File: src/rtl/pc_seq_pkg.sv
// pc_seq_pkg: state encoding and constants for the program-counter sequencer
package pc_seq_pkg;
  typedef enum logic [1:0] {FETCH = 2'd0, EXEC = 2'd1, HOLD = 2'd2} state_t;
  localparam int ADDR_W = 32;
  localparam int JUMP_W = 26;
  localparam logic [ADDR_W-1:0] PC_INCR = 32'd4;
endpackage

File: src/rtl/pc_next_calc.sv
// pc_next_calc: combinational next-PC select (taken branch > jump > sequential)
module pc_next_calc
  import pc_seq_pkg::*;
(
  input  logic [ADDR_W-1:0] pc,
  input  logic [JUMP_W-1:0] jump_field,
  input  logic [ADDR_W-1:0] imm,
  input  logic              branch,
  input  logic              alu_zero,
  input  logic              jump,
  output logic [ADDR_W-1:0] next_pc,
  output logic              redirect
);
  logic [ADDR_W-1:0] pc_plus4;
  // carries out of bit 31 are dropped so the PC wraps modulo 2^32
  always_comb begin
    pc_plus4 = pc + PC_INCR;
    next_pc  = (branch & alu_zero) ? pc_plus4 + (imm << 2)
             : jump ? {pc_plus4[31:28], jump_field, 2'b00}
             : pc_plus4;
    redirect = next_pc != pc_plus4;
  end
endmodule

File: src/rtl/pc_sequencer.sv
// pc_sequencer: multi-cycle fetch/execute PC sequencer; PC_SEQ_PERF_CNT_EN adds retire/redirect counters
module pc_sequencer
  import pc_seq_pkg::*;
#(
  parameter logic [31:0] RESET_PC = 32'h0000_0000
) (
  input  logic        CLK,
  input  logic        Reset,
  input  logic        Stall,
  output logic        IMemReq,
  output logic [31:0] IMemAddr,
  input  logic        IMemAck,
  input  logic [31:0] IMemData,
  output logic [31:0] Instr,
  output logic        InstrValid,
  input  logic        ExecDone,
  input  logic        Branch,
  input  logic        ALUZero,
  input  logic        Jump,
  input  logic [31:0] SignExtImm32,
  output logic [31:0] CurrentPC
`ifdef PC_SEQ_PERF_CNT_EN
  ,
  output logic [31:0] RetireCount,
  output logic [31:0] RedirectCount
`endif
);
  state_t            state, state_next;
  logic [ADDR_W-1:0] next_pc;
  logic              redirect, fetch_done, exec_done;

  pc_next_calc u_next (
    .pc        (CurrentPC),
    .jump_field(Instr[JUMP_W-1:0]),
    .imm       (SignExtImm32),
    .branch    (Branch),
    .alu_zero  (ALUZero),
    .jump      (Jump),
    .next_pc   (next_pc),
    .redirect  (redirect)
  );

  // next-state decode; acks and completions outside their own state are ignored
  always_comb begin
    fetch_done = state == FETCH && IMemAck;
    exec_done  = state == EXEC && ExecDone;
    state_next = state == FETCH ? (IMemAck ? EXEC : FETCH)
               : state == EXEC  ? (ExecDone ? (Stall ? HOLD : FETCH) : EXEC)
               : (Stall ? HOLD : FETCH);
    IMemReq    = state == FETCH && !Reset;
    IMemAddr   = CurrentPC;
  end

  // state register
  always_ff @(posedge CLK)
    if (Reset) state <= FETCH;
    else state <= state_next;

  // PC and instruction latch; reset overrides any same-cycle ack or completion
  always_ff @(posedge CLK) begin
    if (Reset) begin
      CurrentPC  <= RESET_PC;
      Instr      <= '0;
      InstrValid <= 1'b0;
    end else if (fetch_done) begin
      Instr      <= IMemData;
      InstrValid <= 1'b1;
    end else if (exec_done) begin
      CurrentPC  <= next_pc;
      InstrValid <= 1'b0;
    end
  end

`ifdef PC_SEQ_PERF_CNT_EN
  // retired-instruction and non-sequential-PC counters
  always_ff @(posedge CLK) begin
    if (Reset) begin
      RetireCount   <= '0;
      RedirectCount <= '0;
    end else if (exec_done) begin
      RetireCount   <= RetireCount + 32'd1;
      RedirectCount <= RedirectCount + {31'd0, redirect};
    end
  end
`endif
endmodule

File: config.mk
export PLATFORM = sky130hd
export DESIGN_NAME = pc_sequencer
export DESIGN_NICKNAME = d
export VERILOG_FILES = /design/src/rtl/pc_seq_pkg.sv /design/src/rtl/pc_next_calc.sv /design/src/rtl/pc_sequencer.sv
export SDC_FILE = /design/constraint.sdc
export NUM_CORES = 1
export LEC_CHECK = 0
export CORE_MARGIN = 2
export CORE_UTILIZATION = 35
export DETAILED_ROUTE_END_ITERATION = 10
export DONT_BUFFER_PORTS = 1
export PLACE_DENSITY = 0.5
export SYNTH_ARGS = -nofsm -noshare
export SYNTH_HDL_FRONTEND = slang
export SYNTH_HIERARCHICAL = 1
export SYNTH_SLANG_ARGS = --single-unit
File: constraint.sdc
create_clock -name CLK -period 4.07 [get_ports CLK]
set_input_delay 0.2035 -clock CLK [delete_from_list [all_inputs] [get_ports CLK]]
set_output_delay 0.2035 -clock CLK [all_outputs]
set_load 0.02 [all_outputs]
; Word-level counts from Yosys, hierarchy flattened
; Index checks and enable logic that the tools add are counted.
[classes]
n_eq_ne = 1
reduce_logical = 7
bitwise = 2
mux = 9
addsub = 2
[ops]
columns = operator, n
row1 = $add A32 B3 Y32 const B, 1
row2 = $add A32 B32 Y32, 1
row3 = $mux W32, 1
row4 = $mux W28, 1
row5 = $mux W2, 4
row6 = $logic_and A1 B1 Y1, 3
row7 = $mux W1, 3
row8 = $eq A2 B1 Y1 const B, 1
row9 = $logic_not A2 Y1, 1
row10 = $reduce_and A2 Y1, 1
row11 = $reduce_bool A2 Y1, 1
row12 = $and A1 B1 Y1, 1
row13 = $logic_not A1 Y1, 1
row14 = $not A1 Y1, 1
[word_totals]
in_bits = 72
out_inout_bits = 98
ff_bits = 67

; Depth between registers and ports, before layout
[logic_depth]
word_depth = 4
depth_mapped = 20
depth_no_buf = 17

; By module
; Netlist, hierarchy kept.
[by_module_without_submodules]
columns = module, area_per_inst_um2, seq_area_each_um2, cells_per_inst, n_inst
row1 = pc_next_calc, 4012.6, 0.0, 599, 1
row2 = pc_sequencer, 2672.6, 1341.3, 327, 1

; Worst setup path before layout
; Ideal clock, no wire load.
[synth_timing]
path_type = register to register
start = register CurrentPC[4]
end = register CurrentPC[30]
required_time_ps = 4000
path_stages_with_launch = 19
path_buffers = 3
setup_time_ps = 70
setup_slack_ps = 214
arrival_time_ps = 3785
path_cell_list = dfxtp_1 buf_2 nand3_1 or3_1 buf_6 nor3_2 nand4_1 xnor2_1 ha_1 clkbuf_1 a21o_1 a21oi_1 nand3b_1 o221ai_1 xnor2_1 nor2_1 a21oi_1 nand2_1 a21oi_1
[synth_between]
elab_chain_cells = 3
[synth_lines]
columns = element, line_no
row1 = from (decl), pc_sequencer.sv:21  ; output logic [31:0] CurrentPC
row2 = from (signal assigned), pc_sequencer.sv:69  ; CurrentPC <= next_pc;
row3 = $add A32 B3 Y32 (*), pc_next_calc.sv:17  ; pc_plus4 = pc + PC_INCR;
row4 = $add A32 B32 Y32, pc_next_calc.sv:18  ; next_pc = (branch & alu_zero) ? pc_plus4 + (imm << 2)
row5 = $mux W32 (*), pc_next_calc.sv:18
row6 = named net next_pc[30], pc_sequencer.sv:29  ; logic [ADDR_W-1:0] next_pc;
; Mark *: on every way through the listed nets, which the timed path passes. The rest lies on a longest branch.
; A chain may end at the register's enable or synchronous reset.

; Worst setup path after layout
[layout_timing]
start = register CurrentPC[3]
end = register CurrentPC[31]
; The elaborated chain is that of the path after synthesis.

==> reports/qor.tcl <==
set qor(status) {complete, no violations}
set qor(cts-htree-levels) 3
set qor(worstMarginPinSlew_ns) 1.193
set qor(final.hold.worst_slack_ns) 0.01118
set qor(mapped_area_sq_um) 5672
set qor(synth_fp_nets) 901
set qor(grt_max_degree) 68
set qor(fp.dieArea_sq_um) 17240
set qor(hpwl_microns) 13700
set qor(startpoint_type) {flip-flop}
set qor(clock_sinks) 67
set qor(maxClockFrequency_ghz) 0.2665
set qor(route.antenna.remaining_nets) 0
set qor(gp_congestion) 0.8580
set qor(cp_data_required_time_ns) 4.33
set qor(number_of_global_route_vias_before_repair) 5117
set qor(area_delta_synth_final_pct) 9.310
set qor(worst-path-max-fanout) 5
set qor(syn_avg_cell_area_sq_um) 7.107
set qor(multi_input_gate_area_sq_um) 3759
set qor(path_class) {flip-flop to flip-flop}
set qor(critPathMaxStageDelay_ns) 0.51
set qor(slew_violations) 0
set qor(drt-pass1-iter-count) 4
set qor(vias) 5361
set qor(cellInternalPower_mw) 1.360
set qor(share_clk_of_total_power) 0.412
set qor(timing.max_slew.rel_slack) 0.2035
set qor(postSynthCellCount) 798
set qor(power.density_cell_area_nw_per_um2) 317.5
set qor(cts_tree) {done}
set qor(capturing_element_type_of_the_critical_path) {flip-flop}
set qor(grt_overflow_total) 0
set qor(floorplan.die.height_microns) 131.3
set qor(detailedRoute.firstIterationViolations) 504
set qor(layout.cells.non_filler) 993
set qor(post_drt_via_cell_ratio) 5.399
set qor(cts_made_buffers) 9
set qor(fin_crit_ns) 3.752
set qor(maxCapViolations) 0
set qor(clk_pin_slew_ns) 0.06
set qor(finalSetupTns_ns) 0
set qor(power.static_leakage_nw) 2.511
set qor(clk_root_buffer_cell) {sky130_fd_sc_hd__clkbuf_16}
set qor(route.final.wire_length_microns) 18130
set qor(slowest_stage) {sky130_fd_sc_hd__nor4_4}
set qor(yosys_warnings) 6
set qor(dp.cells) 969
set qor(fp.coreArea_sq_um) 15890
set qor(timing.critical_path.mode_cell) {sky130_fd_sc_hd__a21oi_1}
set qor(crit_chain) {ha_1, nand4_1, nor4_4, xor2_1, ha_1, a21oi_1, o21ai_0, nor2_1, nand2_1, o21ai_1, o21ai_0, a21oi_1, xnor2_1, nand2_1, a21oi_1}
set qor(vdd_ir_drop_max_mv) 0.2099
set qor(arrival_ns) 4.01
set qor(seq_area_sq_um) 1341
set qor(power.switching_fraction) 0.3093
set qor(setup_violations) 0
set qor(antenna-diode-count) 0
set qor(drive_above_1_share) 0.1300
set qor(critical_path.n_buffers_inverters) 0
set qor(floorplan.initialDensity) 0.3570
set qor(wire_per_inst_microns) 18.25
set qor(post-cts-setup-buffer-count) 0
set qor(clk_path_buf_depth) 2
set qor(switchingPower_mw) 0.6088
set qor(kind_of_cell_adding_the_most_delay_to_the_critical_path) {compound AO/OA/AOI/OAI gates}
set qor(ios) 170
set qor(timing_hold_violations_final) 0
set qor(drc) 0
set qor(fp.dieW_microns) 131.3
set qor(port_buffers) 0
set qor(fin_worst_skew_ns) 0.008621
set qor(fillCellCount) 1704
set qor(layout.nets) 875
set qor(power.share.combinational) 0.204
set qor(insertion_delay_ns) 0.33
set qor(antenna_found_initial) 0
set qor(final_critical_path_share_of_the_clock_period) 0.9219
set qor(seqPwrFrac) 0.384
set qor(grt_pass1_wl_microns) 28390
set qor(hold_class) {primary input to flip-flop}
set qor(row_count) 46
set qor(grt.total_usage) 0.2065
-- state kept, by name, indices dropped and copies added, names as in the netlist --
register,count
CurrentPC,32
Instr,32
InstrValid,1
state,2
-- layout by cell type, fill, tap and decap left out, drive strengths merged, types with 2 or more instances in the layout --
master	n
dlygate4sd3	7
a31oi	6
nor4	2
or2	3
clkinv	3
nor2b	3
o211ai	5
a21oi	124
dfxtp	67
o21ai	31
nand3	22
nand2b	4
buf	45
xnor2	34
o221ai	2
ha	30
nor3	11
inv	22
nor3b	2
o2111a	2
o21a	5
a21o	10
and4	4
or3	2
nand2	179
o21bai	7
nor2	45
nand3b	2
clkbuf	12
and3	5
and2	7
a211o	5
xor2	15
mux2i	16
nand4	19
-- final timing paths --
check | slack, ns | end | depth (start not counted) | from
setup / recovery | 0.32 | CurrentPC[31]$_SDFFE_PP0P_ | 15 | CurrentPC[3]$_SDFFE_PP0P_
hold / removal | 0.01 | Instr[2]$_SDFFE_PP0P_ | 2 | IMemData[2]
setup reg to reg | 0.32 | CurrentPC[31]$_SDFFE_PP0P_ | 15 | CurrentPC[3]$_SDFFE_PP0P_
hold reg to reg | 0.52 | CurrentPC[22]$_SDFFE_PP0P_ | 2 | CurrentPC[22]$_SDFFE_PP0P_
-- final cells by class --
cell class / instances / area share
clock buffers: 12 / 0.04299
clock inverters: 4 / 0.007669
inverters: 23 / 0.01413
multi-input cells: 619 / 0.6063
flip-flops and latches: 67 / 0.2163
well taps: 216 / 0.04359
repair buffers: 52 / 0.06902
-- per-stage QoR --
| step | worst slack (ns) | util | total power, mW | area, sq um |
|---|---|---|---|---|
| floorplan | 0.4576 | - | 1.076 | 5672 |
| detailed placement | 0.2483 | 0.3628 | 1.146 | 5763 |
| finish | 0.3181 | 0.3903 | 1.969 | 6200 |
| CTS | 0.2097 | 0.3887 | 1.982 | 6175 |
| global route | -0.01114 | 0.3903 | 2.058 | 6200 |
| global placement | 0.2550 | 0.3628 | 1.139 | 5763 |
-- routing by layer --
layer  GRT usage  vias up  share of wire  routed length [microns]
met4     0.05435        0          0.016                      295
met3     0.04282       17          0.072                     1306
met5           0        -              0                        0
met1      0.3043     2502           0.49                     8894
met2      0.3038      189           0.42                     7630
li1            -     2653              -                        -
-- power by group through the flow --
stage	Sequential (mW)	Clock, mW	Combinational [mW]
2_1_floorplan	0.768	0	0.308
3_3_place_gp	0.769	0	0.370
3_5_place_dp	0.770	0	0.376
4_1_cts	0.756	0.828	0.399
5_1_grt	0.760	0.851	0.447
6_report	0.756	0.811	0.402
-- what timing repair did --
item	4_1_cts	5_1_grt
setup endpoints to repair	0	2
hold endpoints to repair	67	0
gates resized for setup	0	6
hold buffers	8	0
(Power assumes the default switching activity.)
